**src/rtl/var_delay_pkg.sv**
```systemverilog
// Shared definitions for the variable delay line: FSM states, config width
// and the address-width helper.
package var_delay_pkg;

    typedef enum logic {
        FILL = 1'b0,
        RUN  = 1'b1
    } state_t;

    localparam int CFG_DLY_W = 9;

    function automatic int clog2(input int value);
        int r;
        r = 0;
        while ((1 << r) < value) r++;
        return r;
    endfunction

endpackage

```
**src/rtl/var_delay_ram.sv**
```systemverilog
// Delay-line storage: one write port, one registered read port (read-first),
// with a resettable valid bit per entry.
module var_delay_ram
    import var_delay_pkg::*;
#(
    parameter int DATA_W = 8,
    parameter int DEPTH  = 16,
    parameter int ADDR_W = clog2(DEPTH)
) (
    input  logic              clk,
    input  logic              rst,
    input  logic              en,
    input  logic [ADDR_W-1:0] wr_addr,
    input  logic              wr_vld,
    input  logic [DATA_W-1:0] wr_data,
    input  logic [ADDR_W-1:0] rd_addr,
    output logic              rd_vld,
    output logic [DATA_W-1:0] rd_data
);

    logic [DATA_W-1:0] mem [DEPTH];
    logic [DEPTH-1:0]  mem_vld;

    always_ff @(posedge clk) begin
        if (en) mem[wr_addr] <= wr_data;
    end

    always_ff @(posedge clk) begin
        if (rst) begin
            mem_vld <= '0;
        end else if (en) begin
            mem_vld[wr_addr] <= wr_vld;
        end
    end

    // Read stage: returns the entry as it was before this edge's write.
    always_ff @(posedge clk) begin
        if (rst) begin
            rd_vld  <= 1'b0;
            rd_data <= '0;
        end else if (en) begin
            rd_vld  <= mem_vld[rd_addr];
            rd_data <= mem[rd_addr];
        end
    end

endmodule

```
**src/rtl/var_delay_ctrl.sv**
```systemverilog
// Variable delay line controller with runtime-reconfigurable delay.
// Define VAR_DELAY_FLUSH_EN to force out to zero while refilling.
module var_delay_ctrl
    import var_delay_pkg::*;
#(
    parameter int WIDTH_SIGNAL  = 8,
    parameter int MAX_DELAY     = 16,
    parameter int DEFAULT_DELAY = 3
) (
    input  logic                    clk,
    input  logic                    rst,
    input  logic                    en,
    input  logic [WIDTH_SIGNAL-1:0] in,
    input  logic                    in_vld,
    input  logic                    cfg_req,
    input  logic [CFG_DLY_W-1:0]    cfg_dly,
    output logic                    cfg_ack,
    output logic                    cfg_err,
    output logic [WIDTH_SIGNAL-1:0] out,
    output logic                    out_vld,
    output logic                    busy
);

    localparam int                   ADDR_W  = clog2(MAX_DELAY);
    localparam logic [CFG_DLY_W-1:0] MAX_D   = CFG_DLY_W'(MAX_DELAY);
    localparam logic [ADDR_W-1:0]    WP_LAST = ADDR_W'(MAX_DELAY - 1);

    function automatic logic [CFG_DLY_W-1:0] sat_dly(input logic [CFG_DLY_W-1:0] req);
        if (req == '0) return CFG_DLY_W'(1);
        if (req > MAX_D) return MAX_D;
        return req;
    endfunction

    function automatic logic dly_clamped(input logic [CFG_DLY_W-1:0] req);
        return (req == '0) || (req > MAX_D);
    endfunction

    // Modular subtract done in the wider config width so d == MAX_DELAY works.
    function automatic logic [ADDR_W-1:0] wrap_sub(input logic [ADDR_W-1:0] ptr,
                                                   input logic [CFG_DLY_W-1:0] d);
        logic [CFG_DLY_W-1:0] p;
        p = CFG_DLY_W'(ptr);
        if (p >= d) return ADDR_W'(p - d);
        return ADDR_W'(p + MAX_D - d);
    endfunction

    state_t                  state, state_nxt;
    logic [CFG_DLY_W-1:0]    dly, fill_cnt;
    logic [ADDR_W-1:0]       wp, rd_addr;
    logic                    accept;
    logic                    vld_gate_p1, rd_vld_p1;
    logic [WIDTH_SIGNAL-1:0] rd_data_p1;

    assign accept  = en & cfg_req;
    // The read register lands one edge later, so reading wp - D now yields
    // the sample written D en-cycles before the edge that presents it.
    assign rd_addr = wrap_sub(wp, dly);

    always_ff @(posedge clk) begin
        if (rst) state <= FILL;
        else     state <= state_nxt;
    end

    always_comb begin
        state_nxt = state;
        if (en) begin
            if (accept) begin
                state_nxt = FILL;
            end else if (state == FILL && fill_cnt == dly - CFG_DLY_W'(1)) begin
                state_nxt = RUN;
            end
        end
    end

    always_ff @(posedge clk) begin
        if (rst) begin
            dly         <= CFG_DLY_W'(DEFAULT_DELAY);
            fill_cnt    <= '0;
            wp          <= '0;
            cfg_ack     <= 1'b0;
            cfg_err     <= 1'b0;
            vld_gate_p1 <= 1'b0;
        end else begin
            cfg_ack <= accept;
            if (en) begin
                wp          <= (wp == WP_LAST) ? '0 : wp + ADDR_W'(1);
                vld_gate_p1 <= (state == RUN) && !accept;
                if (accept) begin
                    dly      <= sat_dly(cfg_dly);
                    fill_cnt <= '0;
                    if (dly_clamped(cfg_dly)) cfg_err <= 1'b1;
                end else if (state == FILL) begin
                    fill_cnt <= fill_cnt + CFG_DLY_W'(1);
                end
            end
        end
    end

    var_delay_ram #(
        .DATA_W (WIDTH_SIGNAL),
        .DEPTH  (MAX_DELAY),
        .ADDR_W (ADDR_W)
    ) u_ram (
        .clk     (clk),
        .rst     (rst),
        .en      (en),
        .wr_addr (wp),
        .wr_vld  (in_vld),
        .wr_data (in),
        .rd_addr (rd_addr),
        .rd_vld  (rd_vld_p1),
        .rd_data (rd_data_p1)
    );

    // Output stage: read register gated by the fill state.
`ifdef VAR_DELAY_FLUSH_EN
    assign out = (state == FILL) ? '0 : rd_data_p1;
`else
    assign out = rd_data_p1;
`endif
    assign out_vld = vld_gate_p1 & rd_vld_p1;
    assign busy    = (state == FILL);

endmodule

```
**config.mk**
```make
export PLATFORM = sky130hd
export DESIGN_NAME = var_delay_ctrl
export DESIGN_NICKNAME = d
export VERILOG_FILES = /design/src/rtl/var_delay_pkg.sv /design/src/rtl/var_delay_ram.sv /design/src/rtl/var_delay_ctrl.sv
export SDC_FILE = /design/constraint.sdc
export NUM_CORES = 1
export LEC_CHECK = 0
export CAP_MARGIN = 30
export CORE_ASPECT_RATIO = 1.75
export CORE_MARGIN = 2
export CORE_UTILIZATION = 60
export CTS_CLUSTER_SIZE = 30
export DETAILED_ROUTE_END_ITERATION = 10
export PLACE_DENSITY = 0.87
export SYNTH_ARGS = -nofsm -noshare
export SYNTH_HDL_FRONTEND = slang
export SYNTH_SLANG_ARGS = --single-unit
```
**constraint.sdc**
```tcl
create_clock -name clk -period 2.93 [get_ports clk]
set_input_delay 0.4395 -clock clk [delete_from_list [all_inputs] [get_ports clk]]
set_output_delay 0.4395 -clock clk [all_outputs]
set_load 0.01 [all_outputs]
```
# [After elaboration in Yosys (flattened, before gate mapping)]
# Memory sizes are Yosys's and may differ from the RTL's. A register that Yosys moved wholly into a read port is not among the register bits.
# Cells that the tools add are included.
[classes] eq_ne=3 n_bitwise=3 n_reduce_logical=11 magnitude_cmp=5 n_mux=28 add_sub_neg=6
[op_table] operator="9-bit 2-to-1 mux" n=6
[op_table] operator="16-bit bitwise mux" n=1
[op_table] operator="1-bit 2-to-1 mux" n=16
[op_table] operator="4-bit 2-to-1 mux" n=3
[op_table] operator="4-bit by 5-bit < comparator with 1-bit output (second input constant)" n=2
[op_table] operator="9-bit by 1-bit adder with 9-bit output (second input constant)" n=1
[op_table] operator="9-bit equality test" n=1
[op_table] operator="4-bit by 9-bit greater-or-equal comparator with 1-bit output" n=1
[op_table] operator="9-bit by 5-bit greater-than comparator with 1-bit output (second input constant)" n=1
[op_table] operator="9-bit logical NOT" n=1
[op_table] operator="9-bit by 1-bit subtractor with 9-bit output (second input constant)" n=1
[op_table] operator="4-bit by 1-bit adder with 4-bit output (second input constant)" n=2
[op_table] operator="4-bit subtractor" n=2
[op_table] operator="2-bit AND reduction" n=3
[op_table] operator="1-bit binary-select mux with 4-bit select" n=1
[op_table] operator="1-bit demux with 4-bit select" n=1
[op_table] operator="4-bit equality test (second input constant)" n=1
[op_table] operator="4-bit by 1-bit greater-or-equal comparator with 1-bit output (second input constant)" n=1
[op_table] operator="1-bit logical AND" n=3
[op_table] operator="3-bit AND reduction" n=1
[op_table] operator="1-bit bitwise AND" n=2
[op_table] operator="2-bit by 1-bit inequality test with 1-bit output (second input constant)" n=1
[op_table] operator="2-bit nonzero test" n=1
[op_table] operator="1-bit logical NOT" n=1
[op_table] operator="other kinds (2)" n=2
[totals] wordCells=66 mem_bits_rw=128 in_bits=22 regBits=43 out_inout_bits=12 mem_count=1
[mem_list] memory="u_ram.mem" words=16 width=8 rd=1 rd_ports_with_merged_regs=1 write_ports=1 line="var_delay_ram.sv:21" source="logic [DATA_W-1:0] mem [DEPTH];"

# [Depth between registers and ports, before layout]
# Gate-level depths: netlist of the first run.
[logic_depth] word_depth=11 depth_mapped=10

# [Cells and area by module]
# From an unflattened synthesis of the first run, not the netlist that was laid out.
[hier_totals] cells_unflattened=581 area_unflattened_um2=7487.2
[modules_own_cells] module="var_delay_ram" cells_per_inst=400 seq_area_each_um2=4344.2 instances=1 area_each_um2=6000.8
[modules_own_cells] module="var_delay_ctrl" cells_per_inst=181 seq_area_each_um2=520.5 instances=1 area_each_um2=1486.4

# [Worst setup path after synthesis of the first run]
# OpenSTA, ideal clock, no wires.
[synth_timing] path_type="register to register" start="register wp[0]" end="register u_ram.rd_data[3] (read register of u_ram.mem)" slack_ns=0.615 required_ns=2.792 path_stages_with_launch=10 setup_time_ns=0.138 arrival_ns=2.177 path_cell_list="dfxtp_1 -> inv_1 -> ha_1 -> inv_1 -> fa_1 -> buf_6 -> buf_4 -> mux4_1 -> mux2i_1 -> a221oi_1"
[synth_via] elab_chain_len=3 elab_cells_between_ends=7 cone_classes="add/sub (3); order compare (1); mux (3)"
[synth_rtl] element="start: declaration" line="var_delay_ctrl.sv:49" source="logic [ADDR_W-1:0] wp, rd_addr;"
[synth_rtl] element="start signal: assignment" line="var_delay_ctrl.sv:86" source="wp <= (wp == WP_LAST) ? '0 : wp + ADDR_W'(1);"
[synth_rtl] element="4-bit by 1-bit adder with 4-bit output (tied with other cells)" line="var_delay_ctrl.sv:44" source="return ADDR_W'(p + MAX_D - d);"
[synth_rtl] element="4-bit subtractor (tied with other cells)" line="var_delay_ctrl.sv:44"
[synth_rtl] element="4-bit 2-to-1 mux *" line="var_delay_ctrl.sv:44"
[synth_rtl] element="end: declaration" line="var_delay_ram.sv:18" source="output logic [DATA_W-1:0] rd_data"
# Every way passes the cells marked *; elsewhere a longest branch is shown, timed or not. The select of a mux whose other input is x is not followed.
# A chain may end at the register's enable or synchronous reset.

# [Final worst setup path of the first run]
[layout_timing] start="register wp[0]" end="register u_ram.rd_data[2] (read register of u_ram.mem)"
# The elaborated chain is that of the path after synthesis.

==> out/metrics.csv, run 1 <==
stage;metric;value;unit
sta;finalWorstPathRequiredPeriod;2617;ps
clock_tree;cts_buffers;17;
setup_path;startpoint_type;flip-flop;
power_and_ir_drop;peakVddDrop;0.0006320;V
synthesis;ys_types;48;
sta;fmax;382.1;MHz
synthesis;synthCells;491;
floorplanning;io_pins;34;
floorplanning;row_count;54;
finish;final_cell_mix;128 x edfxtp_1, 51 x dfxtp_1, 36 x nor2_1;
setup_path;critPathMostFrequentCell;inv_1;
placement;numPortBuffers;33;
detailed_routing;routed_via_density;6.208;
outcome;status;finished clean;
sta;setup_tns;0;ps
setup_path;worstPathArrival;2900;ps
finish;syn2layout_area_growth;15.78;%
power_and_ir_drop;power_density;641.4;mW/mm2
synthesis;synth_edf_count;128;
sta;slew_viol_final;0;
detailed_routing;drt_first_iter_violations;484;
clock_tree;htree_num_levels;4;
placement;place_hpwl;10570;um
synthesis;ys_seq_elements;179;
grt;gr-total-overflow;0;
clock_tree;clk_latency;430;ps
clock_tree;cts_hold_buf;0;
floorplanning;die_w;88.76;um
placement;postPlaceCellArea;0.008138;mm2
power_and_ir_drop;p_leak;3.054;nW
sta;finalSetupViolCount;0;
setup_path;slowest_stage;xor2_4;
finish;seq_area;0.004865;mm2
sta;whs;480.9;ps
clock_tree;cts-resized-gates;0;
detailed_routing;routedWlPerCell;21.92;um
synthesis;synthFlopType;edfxtp_1;
detailed_routing;antenna_left;0;
setup_path;worstPathBufferInverterCount;3;
detailed_routing;drtPass1Iterations;7;
finish;fin_nets;582;
setup_path;worstPathRequired;3220;ps
setup_path;slowest_delay;430;ps
grt;grt_max_degree;42;
finish;fill_cells;772;
sta;hold_violations;0;
finish;final_area;0.008732;mm2
synthesis;ys_seq_area_share;64.50;%
sta;fin_skew;6.831;ps
floorplanning;die_area;0.01352;mm2
synthesis;syn_area;0.007542;mm2
synthesis;synth_fp_nets;523;
grt;antenna_found_initial;0;
clock_tree;cts_root_buf;clkbuf_16;
setup_path;cp_top_family;adder cells;
detailed_routing;via_count;4538;
detailed_routing;drt_wl_total;16030;um
sta;worst_pin_slew;625.1;ps
sta;finalCritPeriodShare;89.31;%
floorplanning;core-area;0.01236;mm2
clock_tree;clockBufferDepth;2;
finish;multi_input_area;0.002457;mm2
setup_path;path_class;reg2reg;
grt;grt_first_pass_wirelength;24860;um
finish;final_common_cell;edfxtp_1;
sta;slew_headroom;58.20;%
synthesis;ys_warn_count;0;
floorplanning;start_util;61.00;%
clock_tree;clock-sinks;179;
clock_tree;tritoncts;built;
clock_tree;path_clk_slew;70;ps
clock_tree;cts_setup_buffers;0;
hold_path;hold_path_class;reg2reg;
setup_path;path_cells;inv_1 > ha_1 > inv_1 > fa_2 > xor2_4 > buf_4 > mux4_1 > mux2i_1 > a221oi_1;
setup_path;critPathMaxFanout;12;
synthesis;syn_avg_cell_area;15.36;um2
finish;layout-drive-gt1-share;15.45;%
grt;grtUsageTotal;25.32;%
finish;antennaDiodeCount;0;
detailed_routing;post-route-drc-count;0;
grt;grt_pass1_vias;4734;
synthesis;async_flop_share;0;%
floorplanning;dieHeight;152.3;um
flow_run;maxCapViolCount;0;
sta;rsz0062_at_grt;false;
placement;gp_congestion;0.8752;
setup_path;crit_path_end_kind;flip-flop;
==> routing by layer <==
layer  vias to the layer above  share of wire (%)  GRT usage (%)
met5                         -                  0              0
met4                         0                4.2          13.28
met3                        54                5.5          5.200
met2                       213                 55          43.35
met1                      2245                 36          29.00
li1                       2026                  -              -
==> worst min-delay path, delay by kind of cell, from the launching register on <==
family          cells  cell delay [ps]
flops               1              310
compound gates      2              130
==> cells in the mapped netlist (all sizes together) (2+ instances only) <==
cell type,n,area share [%]
a21oi,29,1.9
a221oi,10,1.3
a311oi,2,0.23
and2,8,0.68
buf,12,1.5
clkbuf,10,0.76
dfxtp,51,14
edfxtp,128,51
ha,9,1.5
inv,10,0.50
mux2i,23,3.1
mux4,36,12
nand2,29,1.4
nand2b,5,0.41
nand3,5,0.33
nand3b,2,0.20
nand4,5,0.41
nor2,37,1.9
nor2b,2,0.17
nor3,10,0.66
nor4,2,0.17
o21ai,20,1.3
o21bai,9,0.90
or3,3,0.25
or4,3,0.30
xnor2,12,1.4
xor2,7,1.1
==> state kept, by name, summed over array words and instances, names as in the netlist <==
signal         count
wp                 4
u_ram.mem_vld     16
u_ram.mem        128
u_ram.rd_data      8
vld_gate_p1        1
cfg_ack            1
cfg_err            1
state              1
dly                9
fill_cnt           9
u_ram.rd_vld       1
==> report_power, final <==
group	leakage [nW]	internal, W	switching (W)
Sequential	1.57	0.00275	0.0000293
Clock	0.293	0.00116	0.00107
Combinational	1.19	0.000294	0.000298
Total	3.05	0.00420	0.00140
==> final timing paths <==
check                           slack (ps)              start  cells after the start           endpoint
worst max-delay path                   310              wp[0]                      9   u_ram.rd_data[2]
worst min-delay path                   480  u_ram.mem_vld[10]                      2  u_ram.mem_vld[10]
worst max register to register         310              wp[0]                      9   u_ram.rd_data[2]
worst min register to register         480  u_ram.mem_vld[10]                      2  u_ram.mem_vld[10]
==> metrics by stage <==
step	total power [W]	std cells	util, %	setup WS [ps]
final	0.005601	731	70.62	313.1
after global routing	0.005784	731	70.62	205.4
after CTS	0.005642	731	70.62	312.6
after detailed placement	0.003424	699	65.82	350.2
after global placement	0.003400	699	65.82	463.8
after floorplan	0.003245	491	-	614.9
==> cell type report <==
type | instances | area share [%]
Multi-Input combinational cell | 279 | 28.14
Tap cell | 168 | 2.407
Sequential cell | 179 | 55.71
Clock buffer | 17 | 4.872
Inverter | 10 | 0.4299
Clock inverter | 15 | 1.934
Timing Repair Buffer | 63 | 6.505
==> kinds of logic (layout without fill, tap and decap cells) <==
kind of cell	after synthesis	after routing	synth area share [%]
XOR/XNOR	19	19	2.455
multiplexers	59	59	14.65
flip-flops	179	179	64.50
AO/OA/AOI/OAI	76	76	6.387
buffers and inverters	33	105	2.953
AND/OR/NAND/NOR	115	115	7.299
adder cells (fa/ha/maj)	10	10	1.758
(Power assumes the default switching activity.)
==> inputs of run 2 (changes only) <==
- CTS_BUF_LIST: default -> sky130_fd_sc_hd__clkbuf_2
- SYNTH_HIERARCHICAL: default -> 1
==> out/metrics.csv, run 2 <==
stage;metric;value;unit;change
outcome;status;finished clean;;
finish;final_common_cell;edfxtp_1;;
detailed_routing;routedWlPerCell;20.03;um;-8.6%
hold_path;hold_path_class;in2reg;;
grt;grt_pass1_vias;5004;;+5.7%
grt;grtUsageTotal;26.24;%;+0.92 points
floorplanning;die_w;88.45;um;-0.35%
grt;grt_max_degree;33;;-21%
hold_path;hold_end;dly[1];;
hold_path;whs_path_depth;3;;+1
setup_path;rrSetupSlack;540;ps;+220 ps
sta;slew_viol_final;0;;unchanged
power_and_ir_drop;peakVddDrop;0.0003435;V;-46%
placement;numPortBuffers;33;;unchanged
sta;worst_pin_slew;902.4;ps;+277.3 ps
setup_path;cp-startpoint;dly[1];;
synthesis;synth_edf_count;128;;unchanged
detailed_routing;routed_via_density;6.097;;-1.8%
clock_tree;cts_setup_buffers;0;;unchanged
floorplanning;die_area;0.01342;mm2;-0.71%
power_and_ir_drop;power_density;558.6;mW/mm2;-13%
synthesis;ys_seq_elements;179;;unchanged
synthesis;yosys-top-cells-count;128 x edfxtp_1, 79 x mux2i_1, 51 x dfxtp_1, 44 x nand2_1, 36 x a21oi_1;;
clock_tree;clock-sinks;179;;unchanged
grt;grt_first_pass_wirelength;25830;um;+3.9%
clock_tree;htree_num_levels;4;;unchanged
synthesis;synth_most_common_cell;edfxtp_1;;
detailed_routing;drt_wl_total;16450;um;+2.6%
clock_tree;cts-resized-gates;0;;unchanged
finish;fill_cells;853;;+10%
finish;largest_reg_flops;128;;unchanged
setup_path;r2r_cells;10;;+1
setup_path;startpoint_type;flip-flop;;
finish;top_register;u_ram/mem;;
flow_run;maxCapViolCount;0;;unchanged
setup_path;worstReg2RegStart;dly[1];;
sta;fmax;418.0;MHz;+9.4%
floorplanning;io_pins;34;;unchanged
finish;syn2layout_area_growth;12.80;%;
placement;pre_cts_ws;563.3;ps;+213.1 ps
sta;fin_skew;37.92;ps;+31.09 ps
setup_path;reg2reg_to;u_ram/rd_data[0];;
hold_path;holdCritStartpoint;cfg_dly[1];;
clock_tree;cts_root_buf;clkbuf_2;;
clock_tree;cts_hold_buf;0;;unchanged
setup_path;worstPathArrival;3010;ps;+110 ps
floorplanning;dieHeight;151.8;um;-0.36%
sta;finalCritPeriodShare;81.66;%;-7.7 points
synthesis;synth_top_cell_by_area;edfxtp_1;;
clock_tree;tritoncts;built;;
synthesis;synthCells;581;;+18%
floorplanning;row_count;54;;unchanged
finish;final_cell_mix;128 x edfxtp_1, 79 x mux2i_1, 51 x dfxtp_1;;
finish;largestRegisters;u_ram/mem x128, u_ram/mem_vld x16;;
setup_path;path_class;reg2reg;;
synthesis;synthFlopType;edfxtp_1;;
sta;hold_violations;0;;unchanged
synthesis;syn_area;0.007487;mm2;-0.73%
placement;place_hpwl;11550;um;+9.3%
sta;slew_headroom;39.62;%;-19 points
clock_tree;path_clk_slew;240;ps;+170 ps
grt;gr-total-overflow;0;;unchanged
sta;setup_tns;0;ps;unchanged
detailed_routing;via_count;5006;;+10%
placement;gp_congestion;0.8575;;-2.0%
detailed_routing;drtPass1Iterations;5;;-2
sta;finalSetupViolCount;0;;unchanged
sta;fin_ws;537.4;ps;+224.3 ps
sta;finalWorstPathRequiredPeriod;2393;ps;-224.3 ps
synthesis;ys_types;47;;-2.1%
setup_path;worstPathRequired;3550;ps;+330 ps
floorplanning;core-area;0.01230;mm2;-0.55%
detailed_routing;antenna_left;0;;unchanged
setup_path;crit_path_end_kind;flip-flop;;
clock_tree;cts_buffers;17;;unchanged
synthesis;ys_warn_count;6;;+6
clock_tree;clockBufferDepth;2;;unchanged
sta;rsz0062_at_grt;false;;
floorplanning;start_util;60.89;%;-0.11 points
finish;fin_nets;669;;+15%
finish;final_util;68.68;%;-1.9 points
synthesis;syn_avg_cell_area;12.89;um2;-16%
synthesis;synth_fp_nets;611;;+17%
clock_tree;clk_latency;700;ps;+270 ps
synthesis;synth_area_leaders;edfxtp_1 51%, dfxtp_1 14%, mux2i_1 11%, a22oi_1 2.8%, a21oi_1 2.4%;;
synthesis;synth_top_area_share;51.34;%;+0.37 points
grt;antenna_found_initial;1;;+1
finish;layout-drive-gt1-share;10.58;%;-4.9 points
power_and_ir_drop;p_leak;3.234;nW;+5.9%
detailed_routing;post-route-drc-count;0;;unchanged
detailed_routing;drt_first_iter_violations;597;;+23%
setup_path;critPathMaxFanout;18;;+6
synthesis;ys_seq_area_share;64.97;%;+0.47 points
synthesis;async_flop_share;0;%;unchanged
==> run 2: routing by layer <==
layer  part of all wire, %  track usage [%]  vias up  wire (um)
met1                    36            29.52     2396       5878
met3                   6.0            5.850       66        993
met4                   5.5            13.94        0        900
met5                     0                0        -          0
met2                    53            45.56      254       8674
li1                      -                -     2290          -
==> run 2: worst max-delay path by stage <==
| stage | slack [ps] | cells after the start | endpoint |
|---|---|---|---|
| 2_1_floorplan | 580 | 9 | u_ram/rd_data[3] |
| 3_3_place_gp | 620 | 9 | u_ram/rd_data[5] |
| 3_5_place_dp | 560 | 9 | u_ram/rd_data[0] |
| 4_1_cts | 540 | 10 | u_ram/rd_data[0] |
| 5_1_grt | 350 | 10 | u_ram/rd_data[0] |
| 6_report | 540 | 10 | u_ram/rd_data[0] |
==> run 2: kinds of logic (layout without fill, tap and decap cells) <==
family | after synthesis | count (layout) | synth area share [%]
AOI/OAI and AO/OA | 96 | 96 | 7.854
xor gates and xnor gates | 15 | 15 | 1.755
adders and majority gates | 8 | 8 | 1.437
buffers and inverters | 38 | 109 | 2.390
DFF | 179 | 179 | 64.97
muxes | 79 | 79 | 10.56
other | 0 | 1 | 0
and+or+nand+nor | 166 | 166 | 11.03
==> run 2: worst max-delay path, cell delays in order, from the launching register on <==
cell and delay [ps]:
dfxtp_1 500, inv_1 130, ha_1 310, a21o_1 180, a21oi_1 160, xnor2_1 200, and2_1 170, buf_4 270
a22oi_1 180, nand3_1 130, nand3_1 80
==> run 2: cell type report <==
class | count | area, um2 | area share, %
Sequential cell | 179 | 4865 | 57.60
Multi-Input combinational cell | 364 | 2451 | 29.02
Timing Repair Buffer | 65 | 608.1 | 7.200
Tap cell | 168 | 210.2 | 2.489
Clock inverter | 14 | 173.9 | 2.059
Clock buffer | 18 | 90.09 | 1.067
Inverter | 12 | 45.04 | 0.5333
Antenna cell | 1 | 2.502 | 0.02963
==> run 2: power breakdown <==
part | internal [W] | switching [W] | total [W]
clock network | 0.000492 | 0.000812 | 0.00130
registers | 0.00276 | 0.0000314 | 0.00280
logic | 0.000258 | 0.000360 | 0.000618
total | 0.00351 | 0.00120 | 0.00472
==> run 2: stage by stage <==
stage	cell area, um2	hold WS (ps)	std cells	power (W)
6_report	8446	346.1	821	0.004717
5_1_grt	8446	282.3	821	0.004884
4_1_cts	8443	298.0	820	0.004742
3_5_place_dp	8179	445.5	788	0.003462
3_3_place_gp	8179	442.7	788	0.003442
2_1_floorplan	7487	417.8	581	0.003205
==> inputs of run 3 (changes only) <==
- CORE_UTILIZATION: 60 -> 56
- PLACE_DENSITY: 0.87 -> 0.86
- clock period: 2.93 -> 2.1 ns (I/O delays scaled with it)
==> out/metrics.csv, run 3 (synthesized netlist as in run 2, its figures left out) <==
stage;metric;value;unit;change
clock_tree;tritoncts;built;;
floorplanning;die_w;91.41;um;+3.3%
floorplanning;io_pins;34;;unchanged
finish;stdcell_count;861;;+4.9%
sta;setup_tns;-1456;ps;-1456 ps
outcome;violations;setup timing;;
clock_tree;cts_hold_buf;0;;unchanged
finish;final_area;0.009295;mm2;+10%
setup_path;path_class;reg2reg;;
placement;gp_congestion;0.8551;;-0.28%
grt;grtUsageTotal;28.16;%;+1.9 points
detailed_routing;routed_via_density;6.496;;+6.5%
power_and_ir_drop;finalPower;0.007226;W;+53%
setup_path;startpoint_type;flip-flop;;
finish;fill_cells;766;;-10%
floorplanning;row_count;55;;+1.9%
sta;hold_violations;0;;unchanged
power_and_ir_drop;p_leak;3.425;nW;+5.9%
finish;largest_reg_flops;128;;unchanged
floorplanning;core-area;0.01301;mm2;+5.8%
floorplanning;start_util;57.57;%;-3.3 points
sta;fin_ws;-218.3;ps;-755.7 ps
floorplanning;dieHeight;157.0;um;+3.4%
finish;layout-drive-gt1-share;23.95;%;+13 points
detailed_routing;drtPass1Iterations;6;;+1
outcome;status;finished, violations left;;
power_and_ir_drop;peakVddDrop;0.0005093;V;+48%
setup_path;crit_path_end_kind;flip-flop;;
placement;postPlaceCellArea;0.008408;mm2;+2.8%
sta;finalCritPeriodShare;110.4;%;+29 points
clock_tree;cts_root_buf;clkbuf_2;;
grt;grt_max_degree;19;;-42%
grt;gr-total-overflow;0;;unchanged
grt;grt_pass1_vias;5599;;+12%
finish;largestRegisters;u_ram/mem x128, u_ram/mem_vld x16;;
sta;slew_headroom;49.73;%;+10 points
finish;syn2layout_area_growth;24.15;%;
finish;final_util;71.47;%;+2.8 points
clock_tree;clk_latency;730;ps;+30 ps
hold_path;holdCritStartpoint;cfg_dly[1];;
finish;fin_nets;706;;+5.5%
setup_path;critPathMaxFanout;9;;-9
hold_path;whs_path_depth;3;;unchanged
sta;finalSetupViolCount;9;;+9
detailed_routing;post-route-drc-count;0;;unchanged
setup_path;worstPathRequired;2790;ps;-760 ps
placement;place_hpwl;12150;um;+5.3%
finish;final_cell_mix;128 x edfxtp_1, 55 x mux2i_1, 49 x buf_4;;
placement;place_inst;815;;+3.4%
grt;antenna_found_initial;1;;unchanged
floorplanning;die_area;0.01435;mm2;+6.9%
sta;fin_skew;41.70;ps;+3.785 ps
flow_run;maxCapViolCount;0;;unchanged
clock_tree;htree_num_levels;4;;unchanged
power_and_ir_drop;power_density;777.4;mW/mm2;+39%
sta;rsz0062_at_grt;true;;
sta;slew_viol_final;0;;unchanged
sta;worst_pin_slew;751.2;ps;-151.1 ps
setup_path;cp-startpoint;wp[0];;
finish;final_common_cell;edfxtp_1;;
setup_path;worstPathArrival;3010;ps;about the same
clock_tree;clockBufferDepth;2;;unchanged
setup_path;worstReg2RegStart;wp[0];;
clock_tree;clock-sinks;179;;unchanged
setup_path;r2r_cells;11;;+1
sta;fmax;431.3;MHz;+3.2%
detailed_routing;drt_first_iter_violations;703;;+18%
sta;finalWorstPathRequiredPeriod;2318;ps;-74.30 ps
grt;grt_first_pass_wirelength;30010;um;+16%
finish;top_register;u_ram/mem;;
placement;numPortBuffers;33;;unchanged
detailed_routing;routedWlPerCell;24.36;um;+22%
detailed_routing;via_count;5593;;+12%
detailed_routing;antenna_left;0;;unchanged
hold_path;hold_path_class;in2reg;;
clock_tree;cts_buffers;17;;unchanged
detailed_routing;drt_wl_total;20980;um;+28%
clock_tree;path_clk_slew;250;ps;about the same
run 3: cell types whose count changed in the layout (fill, tap and decap cells not counted), sizes merged:
cell / previous run / this run
inv: 17 / 14
dlygate4sd2: 0 / 2
buf: 32 / 67
clkdlybuf4s50: 33 / 31
clkinv: 4 / 5
bufinv: 3 / 4
clkbuf: 18 / 21
run 3: critical path, stage by stage, from the launching register on:
cell,delay [ps]
dfxtp_4,410
inv_4,40
ha_4,160
fa_2,530
inv_1,90
buf_4,160
nor2b_1,120
buf_4,180
buf_6,160
a22oi_1,200
nand3_1,120
nand3_1,120
run 3: metrics by stage:
stage	setup WS, ps	hold slack [ps]
CTS	-162.9	155.9
global route	-242.5	183.2
global placement	-184.6	439.0
floorplan	21.19	413.9
finish	-218.3	200.9
detailed placement	-261.0	444.7
run 3: area by class of cell:
type | count | area [um2] | area share, %
multi-input cells | 364 | 2800 | 30.13
diodes | 1 | 2.502 | 0.02692
clock inverters | 13 | 183.9 | 1.979
inverters | 12 | 47.55 | 0.5115
repair buffers | 102 | 1074 | 11.55
clock buffers | 19 | 95.09 | 1.023
flip-flops and latches | 179 | 4878 | 52.48
well taps | 171 | 214.0 | 2.302
run 3: routing by layer:
| layer | vias to the layer above | track usage [%] | wire (um) |
|---|---|---|---|
| met5 | - | 0 | 0 |
| met3 | 158 | 5.218 | 1863 |
| met4 | 0 | 18.61 | 1788 |
| met2 | 434 | 50.42 | 10660 |
| met1 | 2639 | 29.92 | 6671 |
| li1 | 2362 | - | - |
run 3: final timing paths:
kind / endpoint / slack, ps
worst max-delay path: u_ram/rd_data[0] / -220
worst min register to register: u_ram/rd_data[3] / 490
worst min-delay path: dly[1] / 200
worst max register to register: u_ram/rd_data[0] / -220
run 3: power by group:
group / internal [W] / switching [W]
sequential: 0.00386 / 0.0000518
clock: 0.000795 / 0.00122
combinational: 0.000626 / 0.000676
total: 0.00528 / 0.00195
run 3: timing repair:
item                                   4_1_cts  5_1_grt
setup endpoints to repair                   11       12
pin swaps                                   17       23
endpoints found under the hold margin        0        0
gates cloned                                 1        2
setup buffers                                7        4
resized for setup                           52       41
